### config.mk
export PLATFORM = sky130hd
export DESIGN_NAME = present80_decrypt_flat
export DESIGN_NICKNAME = d
export VERILOG_FILES = /design/src/rtl/present_pkg.sv /design/src/rtl/present80_decrypt_if.sv /design/src/rtl/present_inv_sbox.sv /design/src/rtl/present80_decrypt.sv /design/src/flat_wrapper.sv
export SDC_FILE = /design/constraint.sdc
export NUM_CORES = 1
export LEC_CHECK = 0
export BUFFER_PORTS_ARGS = -buffer_cell sky130_fd_sc_hd__buf_4
export CAP_MARGIN = 20
export CORE_MARGIN = 3
export CORE_UTILIZATION = 38
export DETAILED_ROUTE_END_ITERATION = 16
export PLACE_DENSITY = 0.64
export SLEW_MARGIN = 10
export SYNTH_ARGS = -nofsm -noshare
export SYNTH_HDL_FRONTEND = slang
export SYNTH_HIERARCHICAL = 1
export SYNTH_SLANG_ARGS = --single-unit
### constraint.sdc
create_clock -name clk -period 8.15 [get_ports clk]
set_input_delay 1.63 -clock clk [delete_from_list [all_inputs] [get_ports clk]]
set_output_delay 1.63 -clock clk [all_outputs]
set_load 0.01 [all_outputs]
### src/rtl/present_pkg.sv
// Shared PRESENT-80 definitions: widths, S-box tables, bit-permutation index and control states.
package present_pkg;

    localparam int KEY_W = 80;
    localparam int BLK_W = 64;
    localparam int CNT_W = 5;

    // Entry n of each table sits at nibble n, so index 0 is the rightmost nibble.
    localparam logic [15:0][3:0] SBOX     = 64'h21748FE3DA09B65C;
    localparam logic [15:0][3:0] INV_SBOX = 64'hA970364BD21C8FE5;

    typedef enum logic [1:0] {
        ST_IDLE,
        ST_EXPAND,
        ST_ROUND,
        ST_DONE
    } state_t;

    function automatic logic [3:0] sbox(input logic [3:0] x);
        return SBOX[x];
    endfunction

    function automatic logic [3:0] inv_sbox(input logic [3:0] x);
        return INV_SBOX[x];
    endfunction

    // Encryption moves bit j to position perm_idx(j); the decryptor reads it back from there.
    function automatic logic [5:0] perm_idx(input int unsigned j);
        return (j == 63) ? 6'd63 : 6'((16 * j) % 63);
    endfunction

endpackage

### src/rtl/present80_decrypt_if.sv
// Start/done control and data bus shared by the PRESENT-80 cores of the crypto accelerator.
interface present80_decrypt_if;

    logic                           start;
    logic [present_pkg::BLK_W-1:0]  ciphertext;
    logic [present_pkg::KEY_W-1:0]  key;
    logic [present_pkg::BLK_W-1:0]  plaintext;
    logic                           busy;
    logic                           done;

    modport master (
        output start, ciphertext, key,
        input  plaintext, busy, done
    );

    modport slave (
        input  start, ciphertext, key,
        output plaintext, busy, done
    );

endinterface

### src/rtl/present_inv_sbox.sv
// PRESENT 4-bit inverse S-box, purely combinational.
module present_inv_sbox
    import present_pkg::*;
(
    input  logic [3:0] din,
    output logic [3:0] dout
);

    assign dout = inv_sbox(din);

endmodule

### src/rtl/present80_decrypt.sv
// Round-serial PRESENT-80 decryptor: expands the key forward to K_{N+1}, then runs the
// inverse rounds while unwinding the key schedule one step per clock.
module present80_decrypt
    import present_pkg::*;
#(
    parameter int NUM_ROUNDS = 31
) (
    input  logic                clk,
    input  logic                reset,
    present80_decrypt_if.slave  bus
);

    localparam logic [CNT_W-1:0] LAST_CNT = CNT_W'(NUM_ROUNDS);
    localparam logic [CNT_W-1:0] ONE_CNT  = CNT_W'(1);

    state_t             state, state_nx;
    logic [BLK_W-1:0]   data_q;
    logic [BLK_W-1:0]   pt_q;
    logic [KEY_W-1:0]   kreg_q;
    logic [CNT_W-1:0]   cnt_q;

    logic [BLK_W-1:0]   data_pinv;
    logic [BLK_W-1:0]   data_sinv;
    logic [BLK_W-1:0]   round_data;
    logic [KEY_W-1:0]   key_fwd;
    logic [KEY_W-1:0]   key_t;
    logic [KEY_W-1:0]   key_rev;
    logic [3:0]         key_top_inv;

    // ---------------------------------------------------------------- data path
    always_comb begin
        data_pinv = '0;
        for (int j = 0; j < BLK_W; j++) begin
            data_pinv[j] = data_q[perm_idx(j)];
        end
    end

    for (genvar g = 0; g < BLK_W / 4; g++) begin : g_data_sbox
        present_inv_sbox u_inv_sbox (
            .din  (data_pinv[g*4 +: 4]),
            .dout (data_sinv[g*4 +: 4])
        );
    end

    // -------------------------------------------------------------- key path
    // Forward step: rotate left 61, S-box the top nibble, fold in the round counter.
    assign key_fwd = {sbox(kreg_q[18:15]), kreg_q[14:0], kreg_q[79:39],
                      kreg_q[38:34] ^ cnt_q, kreg_q[33:19]};

    always_comb begin
        key_t          = kreg_q;
        key_t[19:15]   = kreg_q[19:15] ^ cnt_q;
    end

    present_inv_sbox u_key_inv_sbox (
        .din  (key_t[79:76]),
        .dout (key_top_inv)
    );

    // Undo the counter XOR and S-box, then rotate left 19 to reverse the left-61 rotation.
    assign key_rev    = {key_t[60:0], key_top_inv, key_t[75:61]};
    assign round_data = data_sinv ^ key_rev[79:16];

    // ---------------------------------------------------------------------- FSM
    always_ff @(posedge clk) begin
        // NOTE: reset is synchronous; it is only seen on a rising clock edge.
        if (reset) begin
            state <= ST_IDLE;
        end else begin
            state <= state_nx;
        end
    end

    always_comb begin
        // NOTE: default first so every path assigns state_nx and no latch is inferred.
        state_nx = state;
        case (state)
            ST_IDLE, ST_DONE: if (bus.start)          state_nx = ST_EXPAND;
            ST_EXPAND:        if (cnt_q == LAST_CNT)  state_nx = ST_ROUND;
            ST_ROUND:         if (cnt_q == ONE_CNT)   state_nx = ST_DONE;
            default:                                  state_nx = ST_IDLE;
        endcase
    end

    always_ff @(posedge clk) begin
        if (reset) begin
            data_q <= '0;
            pt_q   <= '0;
            kreg_q <= '0;
            cnt_q  <= '0;
        end else begin
            // NOTE: non-blocking assignments so every register samples pre-edge values.
            case (state)
                ST_IDLE, ST_DONE: begin
                    if (bus.start) begin
                        data_q <= bus.ciphertext;
                        kreg_q <= bus.key;
                        cnt_q  <= ONE_CNT;
                    end
                end
                ST_EXPAND: begin
                    kreg_q <= key_fwd;
                    if (cnt_q == LAST_CNT) begin
                        // Final whitening key K_{N+1} is stripped before the first inverse round.
                        data_q <= data_q ^ key_fwd[79:16];
                    end else begin
                        cnt_q  <= cnt_q + ONE_CNT;
                    end
                end
                ST_ROUND: begin
                    data_q <= round_data;
                    kreg_q <= key_rev;
                    cnt_q  <= cnt_q - ONE_CNT;
                    if (cnt_q == ONE_CNT) begin
                        pt_q <= round_data;
                    end
                end
                default: ;
            endcase
        end
    end

    assign bus.plaintext = pt_q;
    assign bus.busy      = (state == ST_EXPAND) || (state == ST_ROUND);
    assign bus.done      = (state == ST_DONE);

endmodule
### src/flat_wrapper.sv
// flat-port wrapper written by rule: the top's interface ports become plain ports
module present80_decrypt_flat import present_pkg::*;
#(
    parameter int NUM_ROUNDS = 31
)
  (clk, reset, bus_start, bus_ciphertext, bus_key, bus_plaintext, bus_busy, bus_done);
  present80_decrypt_if bus_i ();
  input  logic clk;
  input  logic reset;
  input wire logic [$bits(bus_i.start)-1:0] bus_start;
  input wire logic [$bits(bus_i.ciphertext)-1:0] bus_ciphertext;
  input wire logic [$bits(bus_i.key)-1:0] bus_key;
  output wire logic [$bits(bus_i.plaintext)-1:0] bus_plaintext;
  output wire logic [$bits(bus_i.busy)-1:0] bus_busy;
  output wire logic [$bits(bus_i.done)-1:0] bus_done;
  assign bus_i.start = bus_start;
  assign bus_i.ciphertext = bus_ciphertext;
  assign bus_i.key = bus_key;
  assign bus_plaintext = bus_i.plaintext;
  assign bus_busy = bus_i.busy;
  assign bus_done = bus_i.done;
  present80_decrypt #(.NUM_ROUNDS(NUM_ROUNDS)) u_core (.clk(clk), .reset(reset), .bus(bus_i));
endmodule
==> flow_metrics.tcl <==
set metrics [dict create \
    status "complete, no violations" \
    dieHeight_um 205 \
    yosys.area.top_type_share 0.290 \
    cts_buffer_depth 3 \
    vias 14700 \
    place_congestion 0.890 \
    drtAntennaViolNets 0 \
    use_met3 0.0430 \
    cts_setup_buffers 0 \
    ir_worst_vdd_v 0.000405 \
    cp_slowest_cell "buf_4" \
    synth_fa_ha_area_frac 0.0951 \
    layout-drive-gt1-share 0.161 \
    worstMarginPinSlew_ns 1.08 \
    cap_violations 0 \
    finalClockSkew_ns 0.0111 \
    hold_viol_final 0 \
    synth_mux_area_frac 0.0900 \
    via_per_inst 6.13 \
    fmax_mhz 265 \
    synth-simple-area-share 0.126 \
    detail_route.iter0.violations 1805 \
    grt_pass1_vias 13700 \
    start_util 0.388 \
    max_slew_margin 0.277 \
    grtUsageMet1 0.354 \
    grt.met2_usage 0.412 \
    hold_buffers 0 \
    cts_made_buffers 27 \
    drc 0 \
    slowest_delay_ns 0.89 \
    cts_max_level 1 \
    tns_ns 0 \
    io_pins 213 \
    root_buffer "clkbuf_16" \
    async_reset_ff_frac 0 \
    seq_area_frac_synth 0.290 \
    synth_seq_cells 219 \
    ys_top_cells_by_area "dfxtp_1 29%, ha_1 9.5%, a211oi_1 7.7%" \
    path_cells "inv_1, ha_4, buf_4, buf_4, nand2b_1, a32oi_1, nor2_1" \
    fin_crit_ns 3.77 \
    regArea_mm2 0.00438 \
    cellPowerDensity_mw_per_mm2 406 \
    clk_pin_slew_ns 0.07 \
    endpoint_kind "flip-flop" \
    fin_util 0.452 \
    synth_compound_area_frac 0.281 \
    grt_pass1_wl_mm 84.6 \
    die-area_mm2 0.0422 \
    hold_class "reg -> reg" \
    grt_max_degree 129 \
    n_fill_cell 3742 \
    antenna_cells 0 \
    yosys.area.top_type "dfxtp_1" \
    dp_hpwl_mm 40.3 \
    multiInputGateArea_mm2 0.00968 \
    clk_latency_ns 0.54 \
    crit_fanout 94 \
    syn_inst 1759 \
    gr-usage-all-layers 0.258 \
    report.final.slew_viol_count 0 \
    rsz0062_at_grt "no" \
    yosys_warnings 6 \
    syn_avg_cell_area_um2 8.60 \
    core_mm2 0.0390 \
    wl_mm 57.3 \
    worstSetupPathType "reg -> reg" \
    die_width_um 205 \
    path_buf_inv 3 \
    synthFlopType "dfxtp_1" \
    netlist_area_mm2 0.0151 \
    first_pass_iters 6 \
    power.static_leakage_nw 6.90 \
    critical_path_required_ns 8.54 \
    gr-total-overflow 0 \
    cts-resized-gates 0 \
    cts_tree "done" \
    critPathTopFamily "buffers and inverters" \
    synth-edff-count 0 \
    ys_types 53 \
    start_kind "flip-flop" \
    final_nets 2123 \
    rows 72 \
    synth_xor_xnor_area_share 0.0445 \
    wire_per_inst_um 23.9 \
    cts.sinks 219 \
    synth_fp_nets 2021 \
    antenna_found_initial 0 \
    crit_arrival_ns 4.17 \
    setup_viol 0 \
    syn_to_final_growth_pct 16.7 \
    layout_worst_path_cycle_share 0.463 \
    crit_top_cell "buf_4" \
    portBuffers 212 \
    synth_top_family_by_area "compound AO/OA/AOI/OAI gates" \
    grt_busiest_layer "met2" \
]
worst min-delay path: cells and delay by family (launching register included):
kind	cells	cell delay (ns)
and+or+nand+nor	1	0.09
DFF	1	0.31
AOI/OAI and AO/OA	1	0.05
sequential cells by signal, summed over array words and instances, names as in the netlist:
signal and cells:
u_core/bus.plaintext 64, u_core/data_q 64, u_core/cnt_q 5, u_core/key_fwd 4, u_core/kreg_q 80, u_core/state 2
placed cells by master (no fill, tap or decap), drive strengths merged, types with 77 or more instances in the layout:
master,instances
a211oi,155
a32oi,77
buf,224
dfxtp,219
ha,115
inv,79
mux2i,85
nand2,102
nor2,211
o21ai,114
final timing paths:
kind / start / end / slack [ns] / depth (start not counted)
setup reg to reg: u_core/state[0] / u_core/data_q[25] / 4.38 / 7
setup / recovery: u_core/state[0] / u_core/data_q[25] / 4.38 / 7
hold / removal: u_core/bus.plaintext[44] / u_core/bus.plaintext[44] / 0.50 / 2
hold reg to reg: u_core/bus.plaintext[44] / u_core/bus.plaintext[44] / 0.50 / 2
cell type report:
| cell class | instances | area share |
|---|---|---|
| Multi-Input combinational cell | 1309 | 0.549 |
| Clock inverter | 15 | 0.0106 |
| Sequential cell | 219 | 0.248 |
| Timing Repair Buffer | 224 | 0.0969 |
| Inverter | 80 | 0.0173 |
| Tap cell | 518 | 0.0367 |
| Clock buffer | 34 | 0.0415 |
metal layers:
metal | share of wire | vias up
met5 | 0 | -
met4 | 0.037 | 0
met3 | 0.093 | 114
met2 | 0.45 | 816
met1 | 0.42 | 7034
li1 | - | 6745
through the flow:
stage | power [mW] | instances | hold WS (ns) | setup WS (ns) | cell area (um^2)
2_1_floorplan | 4.59 | 1759 | 0.478 | 4.79 | 15100
4_1_cts | 7.07 | 2399 | 0.501 | 4.47 | 17600
5_1_grt | 7.59 | 2399 | 0.524 | 4.24 | 17600
3_3_place_gp | 5.68 | 2349 | 0.482 | 4.40 | 16700
6_report | 7.16 | 2399 | 0.499 | 4.38 | 17600
3_5_place_dp | 5.79 | 2350 | 0.492 | 4.30 | 16700
where the power goes:
part	switching [mW]	total (mW)	leakage, nW	internal [mW]
Clock	0.510	1.27	0.451	0.762
Sequential	0.673	2.06	1.80	1.39
Combinational	2.31	3.83	4.65	1.52
cell usage after synthesis (21+ instances only):
cell	n
o21ai_0	51
o221ai_1	59
inv_1	62
buf_2	53
mux2i_1	85
clkbuf_1	64
nor2_1	210
o21ai_1	63
nand2_1	102
ha_1	115
nand2b_1	59
a32oi_1	77
dfxtp_1	219
buf_6	21
a21oi_1	47
xnor2_1	69
a221oi_1	75
a211oi_1	155
cells by family after synthesis:
| group | Yosys count |
|---|---|
| compound gates | 582 |
| simple gates | 428 |
| flops | 219 |
| buf+inv | 231 |
| xor+xnor | 76 |
| fa+ha+maj | 115 |
| mux | 108 |
(Power assumes the default switching activity.)
